--- src/rtl/rf_port_initiator.sv ---
// Register-file port initiator: turns a valid/ready command stream into regfile
// write/read port drives and returns read data (or a full dump sweep) on a registered response channel.
module rf_port_initiator #(
    parameter int ADDR_WIDTH = 2,
    parameter int DATA_WIDTH = 4,
    parameter int DEPTH      = 1 << ADDR_WIDTH
) (
    input  logic                  real_clk,
    input  logic                  real_rst,
    input  logic                  cmd_valid,
    output logic                  cmd_ready,
    input  logic                  cmd_write,
    input  logic [ADDR_WIDTH-1:0] cmd_addr,
    input  logic [DATA_WIDTH-1:0] cmd_wdata,
    input  logic                  dump_start,
    output logic                  dump_busy,
    output logic                  rf_write_en,
    output logic [ADDR_WIDTH-1:0] rf_write_addr,
    output logic [DATA_WIDTH-1:0] rf_write_data,
    output logic [ADDR_WIDTH-1:0] rf_read_addr,
    input  logic [DATA_WIDTH-1:0] rf_read_data,
    output logic                  rsp_valid,
    input  logic                  rsp_ready,
    output logic [ADDR_WIDTH-1:0] rsp_addr,
    output logic [DATA_WIDTH-1:0] rsp_data,
    output logic                  rsp_last
);

    typedef enum logic {
        IDLE,
        DUMP
    } state_t;

    localparam logic [ADDR_WIDTH-1:0] LAST_PTR = ADDR_WIDTH'(DEPTH - 1);

    state_t                  r_state;
    state_t                  w_state_next;
    logic [ADDR_WIDTH-1:0]   r_ptr;
    logic                    r_rsp_valid;
    logic [ADDR_WIDTH-1:0]   r_rsp_addr;
    logic [DATA_WIDTH-1:0]   r_rsp_data;
    logic                    r_rsp_last;

    logic                    w_slot_free;
    logic                    w_load_read;
    logic                    w_load_dump;
    logic                    w_start_dump;

    assign w_slot_free   = !r_rsp_valid || rsp_ready;
    assign rf_write_addr = cmd_addr;
    assign rf_write_data = cmd_wdata;
    assign rsp_valid     = r_rsp_valid;
    assign rsp_addr      = r_rsp_addr;
    assign rsp_data      = r_rsp_data;
    assign rsp_last      = r_rsp_last;

    // A dump request wins over a command in the same cycle; the command simply waits.
    always_comb begin
        w_state_next = r_state;
        cmd_ready    = 1'b0;
        dump_busy    = 1'b0;
        rf_write_en  = 1'b0;
        rf_read_addr = cmd_addr;
        w_load_read  = 1'b0;
        w_load_dump  = 1'b0;
        w_start_dump = 1'b0;
        case (r_state)
            IDLE: begin
                cmd_ready    = w_slot_free && !dump_start;
                rf_write_en  = cmd_valid && cmd_ready && cmd_write;
                w_load_read  = cmd_valid && cmd_ready && !cmd_write;
                w_start_dump = dump_start && w_slot_free;
                if (w_start_dump) begin
                    w_state_next = DUMP;
                end
            end
            DUMP: begin
                dump_busy    = 1'b1;
                rf_read_addr = r_ptr;
                w_load_dump  = w_slot_free;
                if (w_load_dump && (r_ptr == LAST_PTR)) begin
                    w_state_next = IDLE;
                end
            end
            default: w_state_next = IDLE;
        endcase
    end

    always_ff @(posedge real_clk or posedge real_rst) begin
        if (real_rst) begin
            r_state <= IDLE;
        end else begin
            r_state <= w_state_next;
        end
    end

    always_ff @(posedge real_clk or posedge real_rst) begin
        if (real_rst) begin
            r_ptr       <= '0;
            r_rsp_valid <= 1'b0;
            r_rsp_addr  <= '0;
            r_rsp_data  <= '0;
            r_rsp_last  <= 1'b0;
        end else begin
            if (w_start_dump) begin
                r_ptr <= '0;
            end
            if (w_load_read) begin
                r_rsp_valid <= 1'b1;
                r_rsp_addr  <= cmd_addr;
                r_rsp_data  <= rf_read_data;
                r_rsp_last  <= 1'b1;
            end else if (w_load_dump) begin
                r_rsp_valid <= 1'b1;
                r_rsp_addr  <= r_ptr;
                r_rsp_data  <= rf_read_data;
                r_rsp_last  <= (r_ptr == LAST_PTR);
                r_ptr       <= (r_ptr == LAST_PTR) ? '0 : r_ptr + 1'b1;
            end else if (rsp_ready) begin
                r_rsp_valid <= 1'b0;
            end
        end
    end

endmodule

--- config.mk ---
export PLATFORM = sky130hd
export DESIGN_NAME = rf_port_initiator
export DESIGN_NICKNAME = d
export VERILOG_FILES = /design/src/rtl/rf_port_initiator.sv
export SDC_FILE = /design/constraint.sdc
export NUM_CORES = 1
export LEC_CHECK = 0
export CAP_MARGIN = 15
export CORE_AREA = 2 2 43 45
export DETAILED_ROUTE_END_ITERATION = 10
export DIE_AREA = 0 0 45 47
export PLACE_DENSITY_LB_ADDON = 0.12
export SKIP_CTS_REPAIR_TIMING = 1
export SYNTH_ARGS = -nofsm -noshare
export SYNTH_HDL_FRONTEND = slang
export SYNTH_SLANG_ARGS = --single-unit
--- constraint.sdc ---
create_clock -name real_clk -period 2.37 [get_ports real_clk]
set_input_delay 0.3555 -clock real_clk [delete_from_list [all_inputs] [get_ports real_clk]]
set_output_delay 0.3555 -clock real_clk [all_outputs]
set_load 0.03 [all_outputs]
After elaboration in Yosys (flattened, before gate mapping)
Cells that the tools add are included.
- add/subtract/negate cells: 1
- shifts and indexed selects: 0
- bitwise gates (word level): 1
- $mul: 0
- divide/modulo/power cells: 0
- equality and inequality tests: 1
- reductions and logical operators: 12
- magnitude comparators: 0
- multiplexer cells: 23
- operator list (kind ; number):
    2-to-1 mux 2 bit ; 7
    2-to-1 mux 1 bit ; 13
    2-to-1 mux 4 bit ; 2
    logical AND 1 bit ; 6
    zero test 1 bit ; 3
    nonzero test 3 bit ; 1
    adder 2 x 1 -> 2 bit (second input constant) ; 1
    == test 2 bit (second input constant) ; 1
    case mux 1 bit (2 select lines) ; 1
    nonzero test 2 bit ; 1
    logical OR 1 bit ; 1
    inverter 1 bit ; 1
- memories: 0
- logic and storage cells: 44
- bits in writable memories: 0
- output and inout port bits: 19
- input port bits: 16
- latch bits: 0
- bits in registers: 11
- memory bits (read-only): 0

Longest topological paths before layout
- depth in word-level cells: 7
- depth in mapped cells: 4
- mapped depth without buffers: 3

Worst setup path after synthesis
Ideal clock, no wire load.
- path kind: register to output
- start point: register r_rsp_valid (netlist: rsp_valid)
- end point: output rf_write_en
- path buffers: 0
- data arrival time: 1.902 ns
- cell stages (with the launch flop): 4
- slack: 0.112 ns
- data required time: 2.014 ns
- path through: dfrtp_1 and2b_2 nor3_1 and3_1
- longest elaborated chain between the ends: 6
- ends and longest elaborated chain (item ; line ; RTL):
    start: declaration ; 39 ; logic r_rsp_valid;
    start signal: assignment ; 100 ; r_rsp_valid <= 1'b0;
    start signal: assignment ; 109 ; r_rsp_valid <= 1'b1;
    start signal: assignment ; 114 ; r_rsp_valid <= 1'b1;
    zero test 1 bit ; 49 ; assign w_slot_free = !r_rsp_valid || rsp_ready;
    logical OR 1 bit ; 49 ;
    logical AND 1 bit ; 69 ; cmd_ready = w_slot_free && !dump_start;
    logical AND 1 bit (2 in series) ; 70 ; rf_write_en = cmd_valid && cmd_ready && cmd_write;
    2-to-1 mux 1 bit ; 67 ; case (r_state)
    end: declaration ; 17 ; output logic rf_write_en,
No other way between the ends.

Final worst setup path
- start point: input rsp_ready
- end point: output cmd_ready
- longest elaborated chain between the ends: 3
- ends and longest elaborated chain (item ; line ; RTL):
    start: declaration ; 23 ; input logic rsp_ready,
    logical OR 1 bit ; 49 ;
    logical AND 1 bit ; 69 ;
    2-to-1 mux 1 bit ; 67 ;
    end: declaration ; 11 ; output logic cmd_ready,
No other way between the ends.

==> impl_metrics.yaml <==
power:
  p_seq_share_pct: 32.1
  clockPowerShare_pct: 11.2
  p_comb_share_pct: 56.7
  peakVddDrop_uv: 567.8
  p_per_area_mw_per_mm2: 1262
  p_sw_mw: 0.4445
  power.leakage_nw: 0.3757
  fin_total_pwr_mw: 1.077
  intPower_mw: 0.6327
  switching_power_share_of_the_total_pct: 41.26
timing:
  timing.setup.tns_ns: 0
  period_minus_slack_ns: 2.296
  max_slew_margin_pct: 73.04
  worst-slew-pin-transition_ns: 0.4039
  hold-worst-slack_ns: 0.3841
  setup_slack_ns: 0.07363
  final_hold_viol_count: 0
  achievable-frequency_ghz: 0.4355
  finalSetupViolCount: 0
  unrepaired_setup_endpoints_after_global_routing: "no"
  fraction_of_the_cycle_the_final_worst_path_needs_pct: 96.89
  clock_skew_ns: 0.0004834
  final_max_slew_viol_count: 0
run:
  count_of_max_cap_constraint_violations: 0
floorplanning:
  core_area_mm2: 0.001652
  ios: 35
  fp.dieArea_mm2: 0.002115
  start_util_pct: 37.05
  rows: 15
  die-height_um: 47
  die-width_um: 45
logic_synthesis:
  synth_cells: 51
  synth-adder-area-share_pct: 2.045
  synth-warning-count: 0
  post_synth.cell_area_avg_um2: 12.00
  synth-simple-area-share_pct: 16.56
  synth_area_um2: 611.8
  synth.mux.area_fraction_pct: 12.88
  synth_top_family_by_area: "simple AND/OR/NAND/NOR gates"
  synth_compound_gate_area_share_pct: 11.86
  seq_area_frac_synth_pct: 44.99
  synth_seq_cells: 11
  synth_xor_xnor_area_share_pct: 0
  synth.net_count: 68
  netlist.top_cell.by_area: "sky130_fd_sc_hd__dfrtp_1"
  yosys-top-cells-area: "sky130_fd_sc_hd__dfrtp_1 (45%), sky130_fd_sc_hd__buf_4 (8.6%), sky130_fd_sc_hd__mux2_4 (7.4%)"
  synthDominantCellAreaShare_pct: 44.99
  synthDistinctLibCells: 24
setup_path:
  timing.rr.start: "r_state$_DFF_PP0_"
  critical_path.max_stage_delay_ns: 0.71
  cp-end-kind: "output port"
  worst-r2r-cell-count: 2
  crit_fanout: 3
  largest_delay_share_family_worst_path: "buffers and inverters"
  crit_path_start: "rsp_ready"
  critical_path_arrival_ns: 1.94
  worst_r2r_endpoint: "rsp_data[1]$_DFFE_PP0P_"
  critical_path_required_ns: 2.01
  worst-setup-path-type: "input port to output port"
  start_kind: "input port"
  regToRegSetupSlack_ns: 1.00
  timing.critical_path.mode_cell: "sky130_fd_sc_hd__clkdlybuf4s50_1"
  worst_path_max_delay_cell: "sky130_fd_sc_hd__clkdlybuf4s50_1"
  critical_path.n_buffers_inverters: 2
  worstPathCellList: "clkdlybuf4s50_1 -> and2b_2 -> nor3_1 -> clkdlybuf4s50_1"
status:
  run_status: "finished, final reports clean"
route:
  drc: 0
  drt_pass1_iterations: 2
  route.vias.total: 450
  routed_wire_length_per_instance_um: 13.44
  routed_via_count_divided_by_cell_count: 5.000
  ant_nets: 0
  wirelength_um: 1210
  drt_iter0_markers: 2
clock_network:
  tritoncts: "done"
  htree_levels: 1
  clk_latency_ns: 0.26
  clock_sink_count: 11
  root_buffer: "sky130_fd_sc_hd__clkbuf_4"
  numCtsBuffers: 3
  clk_pin_slew_worst_paths_ns: 0.07
  max-clock-path-buffers: 2
worst_hold_path:
  min-delay-path-class: "input port to async pin"
global_routing:
  via_count_of_the_first_global_routing_pass: 426
  grt_overflow: 0
  grt_start_max_net_pins: 12
  global_route.usage.total_pct: 12.77
  grt_antenna_before_repair: 0
  grt_pass1_wl_um: 1863
layout:
  num_antenna_cells: 0
  layout-area-overhead-vs-synth_pct: 39.47
  finish.cell_count_without_fillers: 90
  finish.net_count: 91
  layout-drive-gt1-share_pct: 23.29
placement:
  post-place-cells: 86
  port-buffer-count: 26
  post-dp-hpwl_um: 939.5
  place_worst_setup_slack_ns: 0.08295
  gpl.final_weighted_congestion: 0.6918
## layout by cell type (no fill, tap or decap), types with 2 or more instances in the layout
master                             n
sky130_fd_sc_hd__clkdlybuf4s50_1  25
sky130_fd_sc_hd__dfrtp_1          11
sky130_fd_sc_hd__nand2_1           3
sky130_fd_sc_hd__mux2_4            3
sky130_fd_sc_hd__mux2_2            3
sky130_fd_sc_hd__clkbuf_4          3
sky130_fd_sc_hd__inv_1             2
sky130_fd_sc_hd__and4_2            2
sky130_fd_sc_hd__a221o_1           2
sky130_fd_sc_hd__o21ai_0           2
sky130_fd_sc_hd__a21oi_1           2
## how the worst max path moves through the flow
| stage | slack, ns | endpoint | depth (start not counted) |
|---|---|---|---|
| floorplan | 0.11 | rf_write_en | 3 |
| global route | 0.02 | cmd_ready | 4 |
| finish | 0.07 | cmd_ready | 4 |
| detailed placement | 0.08 | cmd_ready | 4 |
| CTS | 0.07 | cmd_ready | 4 |
| global placement | 0.09 | cmd_ready | 4 |
## through the flow
stage	utilization [%]	cell area (µm²)
after detailed placement	50.08	827.0
after floorplan	-	611.8
after global routing	51.67	853.3
after global placement	50.08	827.0
after CTS	51.67	853.3
final	51.67	853.3
## metal layers
| layer | vias up | share of wire [%] | GRT usage [%] |
|---|---|---|---|
| met2 | 26 | 43 | 19.14 |
| li1 | 221 | - | - |
| met5 | - | 0 | 0 |
| met4 | 0 | 0 | 5.294 |
| met1 | 203 | 46 | 16.55 |
| met3 | 0 | 11 | 5.000 |
## area by class of cell
type | count | area, µm²
clock buffer | 4 | 26.28
fill | 160 | 798.3
inverter | 2 | 7.507
multi-input combinational | 30 | 265.3
sequential | 11 | 275.3
tap | 17 | 21.27
timing repair buffer | 26 | 257.7
## synthesized netlist by cell type
master / count
sky130_fd_sc_hd__nor2b_1: 1
sky130_fd_sc_hd__buf_6: 1
sky130_fd_sc_hd__nor3b_2: 1
sky130_fd_sc_hd__buf_4: 7
sky130_fd_sc_hd__inv_1: 2
sky130_fd_sc_hd__and4_2: 2
sky130_fd_sc_hd__o31ai_1: 1
sky130_fd_sc_hd__and3_1: 1
sky130_fd_sc_hd__nor3_1: 1
sky130_fd_sc_hd__o21ai_4: 1
sky130_fd_sc_hd__mux2_4: 3
sky130_fd_sc_hd__a221o_1: 2
sky130_fd_sc_hd__a2bb2oi_1: 1
sky130_fd_sc_hd__nand2_1: 3
sky130_fd_sc_hd__and2b_2: 1
sky130_fd_sc_hd__and2_4: 1
sky130_fd_sc_hd__a21oi_1: 2
sky130_fd_sc_hd__ha_1: 1
sky130_fd_sc_hd__mux2_2: 3
sky130_fd_sc_hd__nand3_1: 1
sky130_fd_sc_hd__nand2b_4: 1
sky130_fd_sc_hd__dfrtp_1: 11
sky130_fd_sc_hd__o21ai_0: 2
sky130_fd_sc_hd__nor2_1: 1
## power by group through the flow
| stage | clock network (mW) | registers, mW | logic (mW) |
|---|---|---|---|
| after detailed placement | 0 | 0.350 | 0.617 |
| after global routing | 0.139 | 0.360 | 0.653 |
| final | 0.121 | 0.346 | 0.610 |
| after floorplan | 0 | 0.456 | 0.300 |
| after global placement | 0 | 0.351 | 0.613 |
| after CTS | 0.127 | 0.348 | 0.618 |
## kinds of logic (layout without fill, tap and decap cells)
kind of cell	after synthesis	in the layout
buffers and inverters	10	32
AO/OA/AOI/OAI	9	9
adder cells (fa/ha/maj)	1	1
multiplexers	6	6
AND/OR/NAND/NOR	14	14
flip-flops	11	11
## sequential cells by signal, indices dropped and copies added (netlist names)
register   cells
r_state        1
rsp_last       1
rsp_addr       2
r_ptr          2
rsp_valid      1
rsp_data       4
Power figures use the tool's default switching activity.
